`src/rtl/mem_arbiter.sv`:
```
// Two-requester (IFU/LSU) arbiter for the single core-side RAM port, one transaction in flight.
// Build option: define MEM_ARB_RR_EN for round-robin tie-break; default is fixed LSU-over-IFU priority.
module mem_arbiter #(
    parameter int AW = 64,
    parameter int DW = 64
) (
    input  logic              clk,
    input  logic              rst_n,
    input  logic              ifu_cen_i,
    input  logic [AW-1:0]     ifu_addr_i,
    input  logic [2:0]        ifu_size_i,
    output logic [DW-1:0]     ifu_rdata_o,
    output logic              ifu_valid_o,
    input  logic              lsu_cen_i,
    input  logic              lsu_wen_i,
    input  logic [AW-1:0]     lsu_addr_i,
    input  logic [2:0]        lsu_size_i,
    input  logic [DW-1:0]     lsu_wdata_i,
    input  logic [DW/8-1:0]   lsu_wmask_i,
    output logic [DW-1:0]     lsu_rdata_o,
    output logic              lsu_valid_o,
    output logic              mem_cen_o,
    output logic              mem_wen_o,
    output logic [AW-1:0]     mem_addr_o,
    output logic [2:0]        mem_size_o,
    output logic [DW-1:0]     mem_wdata_o,
    output logic [DW/8-1:0]   mem_wmask_o,
    input  logic [DW-1:0]     mem_rdata_i,
    input  logic              mem_valid_i
);

    // state  | meaning
    // IDLE   | no transaction in flight, arbitrate pending/incoming requests
    // GNT_IF | IFU owns the memory port, waiting for mem_valid_i
    // GNT_LS | LSU owns the memory port, waiting for mem_valid_i
    typedef enum logic [1:0] {
        IDLE   = 2'd0,
        GNT_IF = 2'd1,
        GNT_LS = 2'd2
    } state_t;

    state_t              r_state;
    logic                r_pend_if;
    logic                r_pend_ls;
    logic [AW-1:0]       r_if_addr;
    logic [2:0]          r_if_size;
    logic                r_ls_wen;
    logic [AW-1:0]       r_ls_addr;
    logic [2:0]          r_ls_size;
    logic [DW-1:0]       r_ls_wdata;
    logic [DW/8-1:0]     r_ls_wmask;
    logic [DW-1:0]       r_ifu_rdata;
    logic [DW-1:0]       r_lsu_rdata;
    logic                r_mem_cen;
    logic                r_mem_wen;
    logic [AW-1:0]       r_mem_addr;
    logic [2:0]          r_mem_size;
    logic [DW-1:0]       r_mem_wdata;
    logic [DW/8-1:0]     r_mem_wmask;
`ifdef MEM_ARB_RR_EN
    logic                r_last_ls;
`endif

    logic                w_resp_if;
    logic                w_resp_ls;
    logic                w_cap_if;
    logic                w_cap_ls;
    logic                w_req_if;
    logic                w_req_ls;
    logic                w_pick_ls;
    logic                w_pick_if;
    logic [AW-1:0]       w_if_addr;
    logic [2:0]          w_if_size;
    logic                w_ls_wen;
    logic [AW-1:0]       w_ls_addr;
    logic [2:0]          w_ls_size;
    logic [DW-1:0]       w_ls_wdata;
    logic [DW/8-1:0]     w_ls_wmask;

    assign w_resp_if = (r_state == GNT_IF) && mem_valid_i;
    assign w_resp_ls = (r_state == GNT_LS) && mem_valid_i;

    // A request in the same cycle as its own response is accepted (set beats clear).
    assign w_cap_if = ifu_cen_i && (!r_pend_if || w_resp_if);
    assign w_cap_ls = lsu_cen_i && (!r_pend_ls || w_resp_ls);

    assign w_req_if = r_pend_if || ifu_cen_i;
    assign w_req_ls = r_pend_ls || lsu_cen_i;

`ifdef MEM_ARB_RR_EN
    assign w_pick_ls = w_req_ls && (!w_req_if || !r_last_ls);
`else
    assign w_pick_ls = w_req_ls;
`endif
    assign w_pick_if = w_req_if && !w_pick_ls;

    // Buffered request wins; otherwise bypass the same-cycle request.
    assign w_if_addr  = r_pend_if ? r_if_addr  : ifu_addr_i;
    assign w_if_size  = r_pend_if ? r_if_size  : ifu_size_i;
    assign w_ls_wen   = r_pend_ls ? r_ls_wen   : lsu_wen_i;
    assign w_ls_addr  = r_pend_ls ? r_ls_addr  : lsu_addr_i;
    assign w_ls_size  = r_pend_ls ? r_ls_size  : lsu_size_i;
    assign w_ls_wdata = r_pend_ls ? r_ls_wdata : lsu_wdata_i;
    assign w_ls_wmask = r_pend_ls ? r_ls_wmask : lsu_wmask_i;

    always_ff @(posedge clk) begin
        if (!rst_n) begin
            r_state     <= IDLE;
            r_pend_if   <= 1'b0;
            r_pend_ls   <= 1'b0;
            r_if_addr   <= '0;
            r_if_size   <= '0;
            r_ls_wen    <= 1'b0;
            r_ls_addr   <= '0;
            r_ls_size   <= '0;
            r_ls_wdata  <= '0;
            r_ls_wmask  <= '0;
            r_ifu_rdata <= '0;
            r_lsu_rdata <= '0;
            r_mem_cen   <= 1'b0;
            r_mem_wen   <= 1'b0;
            r_mem_addr  <= '0;
            r_mem_size  <= '0;
            r_mem_wdata <= '0;
            r_mem_wmask <= '0;
`ifdef MEM_ARB_RR_EN
            r_last_ls   <= 1'b0;
`endif
        end else begin
            if (w_cap_if) begin
                r_if_addr <= ifu_addr_i;
                r_if_size <= ifu_size_i;
            end
            if (w_cap_ls) begin
                r_ls_wen   <= lsu_wen_i;
                r_ls_addr  <= lsu_addr_i;
                r_ls_size  <= lsu_size_i;
                r_ls_wdata <= lsu_wdata_i;
                r_ls_wmask <= lsu_wmask_i;
            end
            r_pend_if <= w_cap_if || (r_pend_if && !w_resp_if);
            r_pend_ls <= w_cap_ls || (r_pend_ls && !w_resp_ls);

            if (w_resp_if) r_ifu_rdata <= mem_rdata_i;
            if (w_resp_ls) r_lsu_rdata <= mem_rdata_i;

            case (r_state)
                IDLE: begin
                    r_mem_cen <= 1'b0;
                    if (w_pick_ls) begin
                        r_state     <= GNT_LS;
                        r_mem_cen   <= 1'b1;
                        r_mem_wen   <= w_ls_wen;
                        r_mem_addr  <= w_ls_addr;
                        r_mem_size  <= w_ls_size;
                        r_mem_wdata <= w_ls_wdata;
                        r_mem_wmask <= w_ls_wmask;
`ifdef MEM_ARB_RR_EN
                        r_last_ls   <= 1'b1;
`endif
                    end else if (w_pick_if) begin
                        r_state     <= GNT_IF;
                        r_mem_cen   <= 1'b1;
                        r_mem_wen   <= 1'b0;
                        r_mem_addr  <= w_if_addr;
                        r_mem_size  <= w_if_size;
                        r_mem_wdata <= '0;
                        r_mem_wmask <= '0;
`ifdef MEM_ARB_RR_EN
                        r_last_ls   <= 1'b0;
`endif
                    end
                end
                GNT_IF, GNT_LS: begin
                    r_mem_cen <= 1'b0;
                    if (mem_valid_i) r_state <= IDLE;
                end
                default: begin
                    r_state   <= IDLE;
                    r_mem_cen <= 1'b0;
                end
            endcase
        end
    end

    assign ifu_valid_o = w_resp_if;
    assign lsu_valid_o = w_resp_ls;
    assign ifu_rdata_o = w_resp_if ? mem_rdata_i : r_ifu_rdata;
    assign lsu_rdata_o = w_resp_ls ? mem_rdata_i : r_lsu_rdata;

    assign mem_cen_o   = r_mem_cen;
    assign mem_wen_o   = r_mem_wen;
    assign mem_addr_o  = r_mem_addr;
    assign mem_size_o  = r_mem_size;
    assign mem_wdata_o = r_mem_wdata;
    assign mem_wmask_o = r_mem_wmask;

endmodule

```
`config.mk`:
```
export PLATFORM = sky130hd
export DESIGN_NAME = mem_arbiter
export DESIGN_NICKNAME = d
export VERILOG_FILES = /design/src/rtl/mem_arbiter.sv
export SDC_FILE = /design/constraint.sdc
export NUM_CORES = 1
export LEC_CHECK = 0
export CORE_UTILIZATION = 43
export CTS_CLUSTER_DIAMETER = 30
export DETAILED_ROUTE_END_ITERATION = 8
export GPL_TIMING_DRIVEN = 0
export PLACE_DENSITY = 0.72
export REMOVE_ABC_BUFFERS = 1
export SLEW_MARGIN = 20
export SYNTH_ARGS = -nofsm -noshare
export SYNTH_HDL_FRONTEND = slang
export SYNTH_SLANG_ARGS = --single-unit
```
`constraint.sdc`:
```
create_clock -name clk -period 3 [get_ports clk]
set_clock_uncertainty 0.1 [all_clocks]
set_input_delay 0.6 -clock clk [delete_from_list [all_inputs] [get_ports clk]]
set_output_delay 0.6 -clock clk [all_outputs]
set_load 0.05 [all_outputs]
```
## Yosys cells after proc, flatten, opt, wreduce, memory -nomap -nowiden

Cells that the tools add are included.
W data, S select, Z words.

- Bits of input ports: 276
- Output and inout port bits: 271
- Register bits: 480

- Equality and inequality tests: 4
- Reduce and logical (&&, ||, !) cells: 24
- Mux-type cells: 25

Operators by type and width:

| operator | count |
|---|---|
| $mux W64 | 9 |
| $mux W8 | 3 |
| $mux W3 | 4 |
| $logic_and A1 B1 Y1 | 7 |
| $logic_or A1 B1 Y1 | 6 |
| $mux W2 | 3 |
| $reduce_and A2 Y1 | 3 |
| $logic_not A1 Y1 | 5 |
| $mux W1 | 5 |
| $pmux W2 S2 | 1 |
| $ne A3 B3 Y1 const B | 1 |
| $eq A2 B1 Y1 const B | 1 |
| $eq A2 B2 Y1 const B | 1 |
| $logic_not A2 Y1 | 1 |
| $ne A2 B2 Y1 const B | 1 |
| $reduce_bool A2 Y1 | 1 |
| $reduce_or A2 Y1 | 1 |

## Depth between registers and ports, before layout

Gate-level depths: netlist of run 1.

- Depth after elaboration: 6
- Gate-level depth with buffers: 8

## Worst setup path before layout of run 1

OpenSTA, ideal clock, no wires.

- Path type: reg2out
- Start: register r_state[0]
- End: output lsu_rdata_o[14]
- Required time: 2.300 ns
- Path slack: 0.745 ns
- Arrival time: 1.555 ns
- Cell stages (with the launch flop): 7
- Cells stage by stage: dfxtp_1 -> inv_1 -> ha_1 -> nand2_1 -> buf_2 -> buf_2 -> mux2_2

- Word-level cells in the longest chain between the ends: 3

RTL lines:

| item | RTL line | RTL |
|---|---|---|
| start, declared | 42 | `state_t r_state;` |
| start signal, assigned | 108 | `r_state <= IDLE;` |
| start signal, assigned | 151 | `r_state <= GNT_LS;` |
| start signal, assigned | 162 | `r_state <= GNT_IF;` |
| $eq A2 B2 Y1 | 81 | `assign w_resp_ls = (r_state == GNT_LS) && mem_valid_i;` |
| $logic_and A1 B1 Y1 | 81 |  |
| $mux W64 | -- |  |
| end, declared | 20 | `output logic [DW-1:0] lsu_rdata_o,` |

Every way passes these cells.

## Worst setup path after layout of run 1

- Start: input mem_valid_i
- End: output lsu_rdata_o[35]

- Word-level cells in the longest chain between the ends: 2

RTL lines:

| item | RTL line | RTL |
|---|---|---|
| start, declared | 29 | `input logic mem_valid_i` |
| $logic_and A1 B1 Y1 | 81 |  |
| $mux W64 | -- |  |

Every way passes these cells.

==> results of run 1 <==
[layer usage]
| layer | GRT usage | part of all wire | up-vias |
|---|---|---|---|
| met2 | 0.499 | 0.49 | 903 |
| met5 | 0 | 0.0014 | - |
| met1 | 0.333 | 0.37 | 9797 |
| met4 | 0.157 | 0.044 | 16 |
| met3 | 0.0996 | 0.092 | 215 |
| li1 | - | - | 9241 |
[placed cells by master (no fill, tap or decap), types with 25 or more instances in the layout]
cell type	instances
buf_16	25
nand3_1	274
o21ai_0	345
and2_1	201
clkbuf_16	122
nand2_1	73
dfxtp_1	476
a21oi_1	284
buf_2	93
mux2_2	194
mux2i_1	133
and3b_1	73
clkdlybuf4s50_1	412
[where the power goes]
| group | switching (mW) | leakage (nW) | internal [mW] |
|---|---|---|---|
| registers | 0.248 | 3.93 | 6.87 |
| logic | 3.05 | 6.66 | 1.80 |
| clock network | 3.84 | 2.05 | 9.47 |
| total | 7.14 | 12.6 | 18.1 |
[sequential cells by signal, indices dropped and copies added, names as in the netlist, 3 cells and up]
register	flops
r_ls_addr	64
r_ls_wdata	64
r_if_size	3
mem_size_o	3
mem_wmask_o	8
r_lsu_rdata	64
r_ifu_rdata	64
r_ls_wmask	8
mem_wdata_o	64
r_if_addr	64
mem_addr_o	64
r_ls_size	3
[cells by family (layout without fill, tap and decap cells)]
kind of cell,Yosys count,count (layout),share of synthesized area
AO/OA/AOI/OAI,640,640,0.155
adder cells (fa/ha/maj),3,3,0.00179
buffers and inverters,245,825,0.0480
flip-flops,480,480,0.457
multiplexers,327,327,0.167
other,0,18,0
AND/OR/NAND/NOR,630,635,0.171
[worst register-to-register path: cells and delay by family, from the launching register on]
kind | cells | cell delay (ps)
flops | 1 | 530
buf+inv | 6 | 1160
simple gates | 1 | 90
compound gates | 2 | 760
[what timing repair did]
action / CTS / global route
setup buffers: 0 / 5
pin swaps: 0 / 1
endpoints found under the setup margin: 130 / 137
hold buffers: 0 / 0
cloned: 3 / 12
hold endpoints to repair: 0 / 0
resized for setup: 409 / 240
[cells in the mapped netlist, types with 2 or more instances]
library cell	instances
inv_1	6
nand3_1	274
a21oi_1	284
a21bo_2	2
and2_1	201
dfxtp_1	480
buf_1	25
inv_2	2
o21ai_0	345
nor3b_1	2
nand2_1	75
mux2_2	194
buf_2	55
o21ai_1	4
and3b_1	73
mux2i_1	133
ha_1	3
buf_4	5
clkbuf_1	150
[layout make-up]
class | count | area, um2 | area share
diodes | 18 | 45.0 | 0.00143
clock buffers | 149 | 3240 | 0.103
clock inverters | 61 | 940 | 0.0299
inverters | 9 | 51.3 | 0.00163
multi-input cells | 1605 | 10600 | 0.337
flip-flops and latches | 480 | 9620 | 0.306
well taps | 615 | 769 | 0.0245
repair buffers | 606 | 6170 | 0.197
[worst max-delay path by stage]
stage	from	endpoint	slack, ps	cells after the start
final	mem_valid_i	lsu_rdata_o[35]	20	5
after global routing	mem_valid_i	lsu_rdata_o[35]	-30	5
after CTS	r_state[0]$_SDFFE_PN0P_	lsu_rdata_o[12]	-400	6
after detailed placement	mem_valid_i	ifu_rdata_o[50]	-950	5
after global placement	rst_n	mem_addr_o[23]$_SDFFE_PN0P_	-14590	4
after floorplan	r_pend_ls$_SDFF_PN0_	mem_addr_o[0]$_SDFFE_PN0P_	-5160	3
==> results.py, run 1 <==
metrics = {
    "synthesis": {
        "postSynthRegisterBits": 480,
        "yosysWarningCount": 0,
        "most_area_hungry_cell_type_in_the_yosys_netlist": "dfxtp_1",
        "yosysSeqAreaShare": 0.457,
        "fraction_of_registers_with_async_set_or_reset_after_synthesis": 0,
        "syn_area_um2": 21000,
        "yosysUniqueCellTypes": 31,
        "netlist.area_leader.share": 0.457,
        "top_ff_cell_synth": "dfxtp_1",
        "synthesis.area_per_instance_um2": 9.04,
        "number_of_enable_type_register_cells_in_the_synthesized_netlist": 0,
        "synthesized_netlist_cell_count": 2325,
        "synth_top_cells_by_area": "dfxtp_1 46%, mux2_2 10%, o21ai_0 8.2%",
    },
    "setup_path": {
        "worstReg2RegStart": "r_pend_ls$_SDFF_PN0_",
        "crit_fanout": 13,
        "r2r_setup_slack_ps": 290,
        "worst_setup_path_category": "in2out",
        "worst_path_largest_cell_delay_ps": 640,
        "capturing_point_of_the_worst_reg2reg_path": "mem_addr_o[4]$_SDFFE_PN0P_",
        "path_cells": "clkdlybuf4s18_2 > nand2_8 > clkbuf_16 > mux2_2 > buf_2",
        "r2r_cells": 9,
        "crit_buf_inv": 3,
        "nature_of_the_critical_path_startpoint": "input pin",
        "path_delay_family": "buffers and inverters",
        "critical-path-slowest-cell": "clkdlybuf4s18_2",
        "cp.arrival_ps": 2280,
        "worst_ep_required_time_ps": 2300,
        "critPathCaptureType": "output port",
    },
    "global_route": {
        "global_route.overflow_total": 0,
        "grt_start_max_net_pins": 118,
        "antenna_found_initial": 25,
        "first_global_vias": 20300,
        "global_route_wire_length_before_repair_um": 117000,
        "groute.usage.overall": 0.297,
    },
    "sta": {
        "final-max-slew-violation-count": 0,
        "timing_worst_slew_pin_value_ps": 812,
        "finalSetupTns_ps": 0,
        "slew-limit-headroom": 0.459,
        "worst_hold_slack_ps": 350,
        "postLayoutSetupSlackWorst_ps": 21.3,
        "setup_violations": 0,
        "finalCritPeriodShare": 0.993,
        "layout_min_cycle_time_ps": 2980,
        "achievable-frequency_mhz": 336,
        "unrepaired_setup_endpoints_after_global_routing": "true",
        "hold_violations": 0,
    },
    "place": {
        "hpwl_um": 47900,
        "postPlaceCellArea_um2": 27300,
        "numPortBuffers": 546,
        "post-place-ws_ps": -950,
        "globalplace.congestion": 0.787,
        "dp_cells": 3295,
    },
    "detailed_routing": {
        "via_count": 20200,
        "drt_pre_antenna_iters": 8,
        "post_drt_via_cell_ratio": 5.69,
        "detail_route.iter0.violations": 1459,
        "drc_errors": 0,
        "residual_antenna_violating_net_count_after_detailed_routing": 0,
        "detail_route.wl_per_cell_um": 22.0,
        "finalWirelength_um": 78000,
    },
    "layout": {
        "num-fill-cells": 3701,
        "final_core_util": 0.655,
        "area_delta_synth_final_pct": 49.4,
        "nets": 3095,
        "post_layout_nonfiller_instances": 3543,
        "drive_above_1_share": 0.210,
        "fin_area_um2": 31400,
    },
    "pwr": {
        "power.total_mw": 25.3,
        "power.static_leakage_nw": 12.6,
        "ir_worst_vdd_v": 0.000642,
        "pwr_density_cell_nw_per_um2": 805,
    },
    "min_path": {
        "worst_hold_startpoint": "mem_wdata_o[16]$_SDFFE_PN0P_",
        "min_path_type": "reg2reg",
        "timing.hold.worst_endpoint": "mem_wdata_o[16]$_SDFFE_PN0P_",
        "hold_path_depth": 2,
    },
    "clocking": {
        "clk_root_buffer_cell": "clkbuf_16",
        "cts_buffer_depth": 3,
        "clkLatencyLatePin_ps": 640,
        "cts.htree.levels": 3,
        "clock_sink_count": 480,
        "clock_tree_from_tritoncts": "yes",
        "tritoncts.num_buffers": 114,
        "cts.clk_slew.worst_paths_ps": 40,
    },
    "die": {
        "placement_rows": 80,
        "dieArea_um2": 49800,
        "die_height_um": 223,
        "initial_utilization": 0.438,
        "core_um2": 47900,
        "dieWidth_um": 223,
        "num_io_pins": 547,
    },
    "status": {
        "outcome": "complete, no violations",
    },
    "job": {
        "timing.max_cap.violations": 0,
    },
}
Power figures use the tool's default switching activity.
==> run 2: changes to the inputs <==
--- a/config.mk
+++ b/config.mk
@@ -11,7 +11,6 @@
 export GPL_TIMING_DRIVEN = 0
 export PLACE_DENSITY = 0.72
 export REMOVE_ABC_BUFFERS = 1
-export SLEW_MARGIN = 20
 export SYNTH_ARGS = -nofsm -noshare
 export SYNTH_HDL_FRONTEND = slang
 export SYNTH_SLANG_ARGS = --single-unit
==> results.py, run 2 (synthesized netlist as in run 1, its figures left out) <==
metrics = {
    "clocking": {
        "clkLatencyLatePin_ps": 650,
        "cts.clk_slew.worst_paths_ps": 50,
        "count_of_hold_fix_buffers_inserted_at_cts": 0,
        "tritoncts.num_buffers": 110,
        "clock_tree_from_tritoncts": "yes",
        "cts.htree.levels": 3,
        "cts_buffer_depth": 3,
        "clk_root_buffer_cell": "clkbuf_16",
        "clock_sink_count": 480,
    },
    "pwr": {
        "ir_worst_vdd_v": 0.000556,
        "pwr_density_cell_nw_per_um2": 765,
        "power.static_leakage_nw": 12.5,
    },
    "layout": {
        "layout_commonest_cell": "dfxtp_1",
        "layout.cells.most_common_list": "476 x dfxtp_1, 412 x clkdlybuf4s50_1, 345 x o21ai_0",
        "area_delta_synth_final_pct": 49.7,
        "post_layout_nonfiller_instances": 3536,
        "drive_above_1_share": 0.206,
        "fin_area_um2": 31500,
        "nets": 3091,
    },
    "sta": {
        "layout_min_cycle_time_ps": 3000,
        "final-max-slew-violation-count": 0,
        "timing_worst_slew_pin_value_ps": 1370,
        "slew-limit-headroom": 0.0872,
        "hold_violations": 0,
        "unrepaired_setup_endpoints_after_global_routing": "true",
        "finalSetupTns_ps": -3.51,
        "finalCritPeriodShare": 1.00,
        "postLayoutSetupSlackWorst_ps": -3.51,
        "setup_violations": 1,
        "achievable-frequency_mhz": 333,
        "worst_hold_slack_ps": 351,
    },
    "detailed_routing": {
        "detail_route.wl_per_cell_um": 22.0,
        "drc_errors": 0,
        "residual_antenna_violating_net_count_after_detailed_routing": 0,
        "finalWirelength_um": 78000,
        "post_drt_via_cell_ratio": 5.70,
        "via_count": 20200,
        "drt_pre_antenna_iters": 5,
        "detail_route.iter0.violations": 1390,
    },
    "setup_path": {
        "worst_setup_path_category": "reg2out",
        "path_cells": "inv_4 > ha_4 > nand2_8 > buf_4 > mux2_2 > dlygate4sd2_1",
        "critical-path-slowest-cell": "dlygate4sd2_1",
        "nature_of_the_critical_path_startpoint": "flip-flop",
        "crit_fanout": 6,
        "worst_path_largest_cell_delay_ps": 570,
        "worst_ep_required_time_ps": 2300,
        "critPathCaptureType": "output port",
        "cp.arrival_ps": 2300,
    },
    "status": {
        "failing_checks": "negative setup slack",
        "outcome": "complete, but fails checks",
    },
    "global_route": {
        "grt_start_max_net_pins": 129,
        "groute.usage.overall": 0.298,
        "global_route_wire_length_before_repair_um": 116000,
        "first_global_vias": 20000,
        "global_route.overflow_total": 0,
        "antenna_found_initial": 21,
    },
    "place": {
        "postPlaceCellArea_um2": 27100,
        "numPortBuffers": 546,
        "globalplace.congestion": 0.787,
        "post-place-ws_ps": -935,
        "dp_cells": 3284,
        "hpwl_um": 47200,
    },
    "die": {
        "core_um2": 47900,
        "dieWidth_um": 223,
        "num_io_pins": 547,
        "placement_rows": 80,
        "initial_utilization": 0.438,
        "dieArea_um2": 49800,
        "die_height_um": 223,
    },
    "job": {
        "timing.max_cap.violations": 0,
    },
    "min_path": {
        "min_path_type": "reg2reg",
    },
}
==> run 2: cell types whose count changed in the layout (fill, tap and decap cells not counted), sizes merged, moves of 2 or more <==
cell,change
buf,-2
bufinv,-14
clkbuf,-12
clkdlybuf4s15,+7
clkinvlp,+7
diode,-2
dlygate4sd2,+4
inv,+9
nand2,-2
==> run 2: layout make-up <==
cell class	count	area [um2]
Multi-Input combinational cell	1603	10600
Antenna cell	16	40.0
Tap cell	615	769
Clock buffer	143	3080
Sequential cell	480	9620
Inverter	9	46.3
Clock inverter	62	701
Fill cell	3634	16500
Timing Repair Buffer	608	6560
==> run 2: per-layer routing <==
metal	global-route usage	vias up	wire (um)
li1	-	9228	-
met1	0.336	9837	29200
met2	0.502	880	38100
met3	0.0989	205	7270
met4	0.147	12	3330
met5	0	-	82
==> run 2: critical path: cells and delay by family (launching register included) <==
| kind | cells | cell delay (ps) |
|---|---|---|
| simple gates | 1 | 60 |
| mux | 1 | 230 |
| flops | 1 | 350 |
| buf+inv | 3 | 820 |
| fa+ha+maj | 1 | 180 |
==> run 2: metrics by stage <==
stage / util / power, mW
2_1_floorplan: - / 9.92
3_3_place_gp: 0.548 / 11.8
4_1_cts: 0.653 / 24.1
3_5_place_dp: 0.565 / 11.9
6_report: 0.656 / 24.1
5_1_grt: 0.656 / 24.8
==> run 2: timing repair <==
action	CTS	global route
pin swaps	2	0
buffers inserted	17	5
gates cloned	9	3
setup endpoints to repair	210	62
resized for setup	729	47
==> run 2: power breakdown <==
group	switching [mW]	internal (mW)
Sequential	0.259	6.87
Clock	3.94	8.02
Combinational	3.05	1.92
==> run 2: worst paths after layout <==
kind                                              startpoint                            to  slack (ps)  cells after the start
worst max register to register       r_state[0]$_SDFFE_PN0P_   mem_addr_o[42]$_SDFFE_PN0P_         210                     11
worst max-delay path                 r_state[0]$_SDFFE_PN0P_                lsu_rdata_o[6]          -4                      6
worst min-delay path            mem_wdata_o[16]$_SDFFE_PN0P_  mem_wdata_o[16]$_SDFFE_PN0P_         350                      2
worst min register to register  mem_wdata_o[16]$_SDFFE_PN0P_  mem_wdata_o[16]$_SDFFE_PN0P_         350                      2
==> run 3: changes to the inputs <==
--- a/config.mk
+++ b/config.mk
@@ -5,12 +5,14 @@
 export SDC_FILE = /design/constraint.sdc
 export NUM_CORES = 1
 export LEC_CHECK = 0
-export CORE_UTILIZATION = 43
+export CORE_AREA = 2 2 215 217
 export CTS_CLUSTER_DIAMETER = 30
 export DETAILED_ROUTE_END_ITERATION = 8
+export DIE_AREA = 0 0 217 219
 export GPL_TIMING_DRIVEN = 0
-export PLACE_DENSITY = 0.72
+export PLACE_DENSITY = 0.77
 export REMOVE_ABC_BUFFERS = 1
 export SYNTH_ARGS = -nofsm -noshare
 export SYNTH_HDL_FRONTEND = slang
 export SYNTH_SLANG_ARGS = --single-unit
+export TNS_END_PERCENT = 5
==> results.py, run 3 (synthesized netlist as in run 1, its figures left out) <==
metrics = {
    "status": {
        "outcome": "complete, no violations",
    },
    "setup_path": {
        "nature_of_the_critical_path_startpoint": "flip-flop",
        "cp.arrival_ps": 2270,
        "worstReg2RegStart": "r_pend_if$_SDFF_PN0_",
        "crit_path_start": "r_state[1]$_SDFFE_PN0P_",
        "capturing_point_of_the_worst_reg2reg_path": "mem_addr_o[10]$_SDFFE_PN0P_",
        "r2r_setup_slack_ps": 190,
        "worst_ep_required_time_ps": 2300,
        "critPathCaptureType": "output port",
        "worst_setup_path_category": "reg2out",
        "crit_end": "ifu_rdata_o[50]",
        "crit_fanout": 19,
        "r2r_cells": 3,
    },
    "place": {
        "numPortBuffers": 546,
        "dp_cells": 3268,
        "hpwl_um": 46400,
        "globalplace.congestion": 0.817,
    },
    "sta": {
        "timing_worst_slew_pin_value_ps": 1350,
        "layout_min_cycle_time_ps": 2970,
        "setup_violations": 0,
        "finalCritPeriodShare": 0.992,
        "finalSetupTns_ps": 0,
        "achievable-frequency_mhz": 336,
        "final-max-slew-violation-count": 0,
        "slew-limit-headroom": 0.0997,
        "hold_violations": 0,
    },
    "global_route": {
        "global_route.overflow_total": 0,
        "global_route_wire_length_before_repair_um": 115000,
        "first_global_vias": 19900,
        "antenna_found_initial": 19,
        "grt_start_max_net_pins": 146,
        "groute.usage.overall": 0.307,
    },
    "die": {
        "core_um2": 45100,
        "die_height_um": 219,
        "initial_utilization": 0.466,
        "placement_rows": 78,
        "num_io_pins": 547,
        "dieWidth_um": 217,
        "dieArea_um2": 47500,
    },
    "layout": {
        "area_delta_synth_final_pct": 46.0,
        "num-fill-cells": 3358,
        "nets": 3063,
        "drive_above_1_share": 0.200,
        "post_layout_nonfiller_instances": 3486,
        "final-seq-area_um2": 9620,
        "layout.cells.most_common_list": "476 x dfxtp_1, 412 x clkdlybuf4s50_1, 345 x o21ai_0",
        "multiInputGateArea_um2": 10600,
        "layout_commonest_cell": "dfxtp_1",
    },
    "detailed_routing": {
        "drt_pre_antenna_iters": 6,
        "detail_route.wl_per_cell_um": 22.3,
        "finalWirelength_um": 77600,
        "residual_antenna_violating_net_count_after_detailed_routing": 0,
        "post_drt_via_cell_ratio": 5.78,
        "detail_route.iter0.violations": 1740,
        "drc_errors": 0,
        "via_count": 20200,
    },
    "clocking": {
        "clk_root_buffer_cell": "clkbuf_16",
        "cts.clk_slew.worst_paths_ps": 40,
        "clock_tree_from_tritoncts": "yes",
        "cts.htree.levels": 3,
        "clkLatencyLatePin_ps": 640,
        "cts_buffer_depth": 3,
        "clock_sink_count": 480,
        "tritoncts.num_buffers": 100,
    },
    "job": {
        "timing.max_cap.violations": 0,
    },
    "pwr": {
        "p_seq_frac": 0.303,
        "pwr_density_cell_nw_per_um2": 769,
        "internal_pwr_total_mw": 16.5,
        "power.total_mw": 23.6,
        "ir_worst_vdd_v": 0.000509,
        "switching_share": 0.301,
        "net-switching-power_mw": 7.09,
        "clock_power_share": 0.494,
        "power.static_leakage_nw": 12.2,
        "power_frac_comb": 0.204,
    },
    "min_path": {
        "min_path_type": "in2reg",
    },
}
run 3: changes by cell type in the layout (fill, tap and decap cells not counted), moves of 3 or more:
cell and delta:
buf_12 -6, buf_2 +33, buf_4 +22, buf_6 -65, bufinv_16 +7, clkbuf_1 -8, clkbuf_16 -12, clkinv_8 +4
clkinvlp_4 -4, dlygate4sd2_1 -4, inv_6 -3, mux2_2 +25, mux2_4 -25
run 3: layout make-up:
type	instances	area share
clock inverters	64	0.0285
well taps	600	0.0245
flip-flops and latches	480	0.313
diodes	18	0.00147
inverters	9	0.00167
clock buffers	122	0.0888
repair buffers	590	0.198
multi-input cells	1603	0.344
run 3: worst min path at each step:
stage                                       startpoint  slack, ps                      endpoint  cells after the start
after CTS                                    ifu_cen_i        200     r_if_size[0]$_SDFFE_PN0P_                      3
after global routing                         ifu_cen_i        240     r_if_size[0]$_SDFFE_PN0P_                      3
final                                        ifu_cen_i        230    r_if_addr[10]$_SDFFE_PN0P_                      3
after global placement    mem_wdata_o[55]$_SDFFE_PN0P_        340  mem_wdata_o[55]$_SDFFE_PN0P_                      2
after floorplan             r_ls_wdata[0]$_SDFFE_PN0P_        350    r_ls_wdata[0]$_SDFFE_PN0P_                      2
after detailed placement  mem_wdata_o[24]$_SDFFE_PN0P_        350  mem_wdata_o[24]$_SDFFE_PN0P_                      2
run 3: stage by stage:
step | cell area, um2 | util | hold WS (ps) | setup WS, ps
2_1_floorplan | 20000 | - | 349 | -5160
3_3_place_gp | 26300 | 0.582 | 344 | -14430
3_5_place_dp | 27000 | 0.600 | 349 | -1050
4_1_cts | 30500 | 0.676 | 196 | -61.3
5_1_grt | 30700 | 0.681 | 242 | -4.07
6_report | 30700 | 0.681 | 234 | 25.3
run 3: what timing repair did:
action | 4_1_cts | 5_1_grt
setup buffers | 0 | 2
resized for setup | 647 | 19
gates cloned | 8 | 4
hold buffers | 0 | 0
pin swaps | 2 | 1
endpoints found under the setup margin | 192 | 101
run 3: worst max-delay path: stages (launching register included):
cell and delay (ps):
dfxtp_2 330, inv_2 90, ha_4 320, nand2_8 140, buf_16 230, mux2_2 240
buf_2 270
run 3: power by group through the flow:
stage	Combinational [mW]	Clock (mW)	Sequential (mW)
6_report	4.80	11.7	7.14
5_1_grt	5.01	12.1	7.17
4_1_cts	4.70	11.7	7.13
3_5_place_dp	4.68	0	7.24
3_3_place_gp	4.47	0	7.28
2_1_floorplan	1.98	0	7.94
run 3: layer usage:
metal / share of wire / vias up / track usage
li1: - / 9164 / -
met4: 0.044 / 6 / 0.155
met1: 0.39 / 9875 / 0.358
met2: 0.48 / 913 / 0.518
met3: 0.085 / 196 / 0.0836
met5: 0.00044 / - / 0
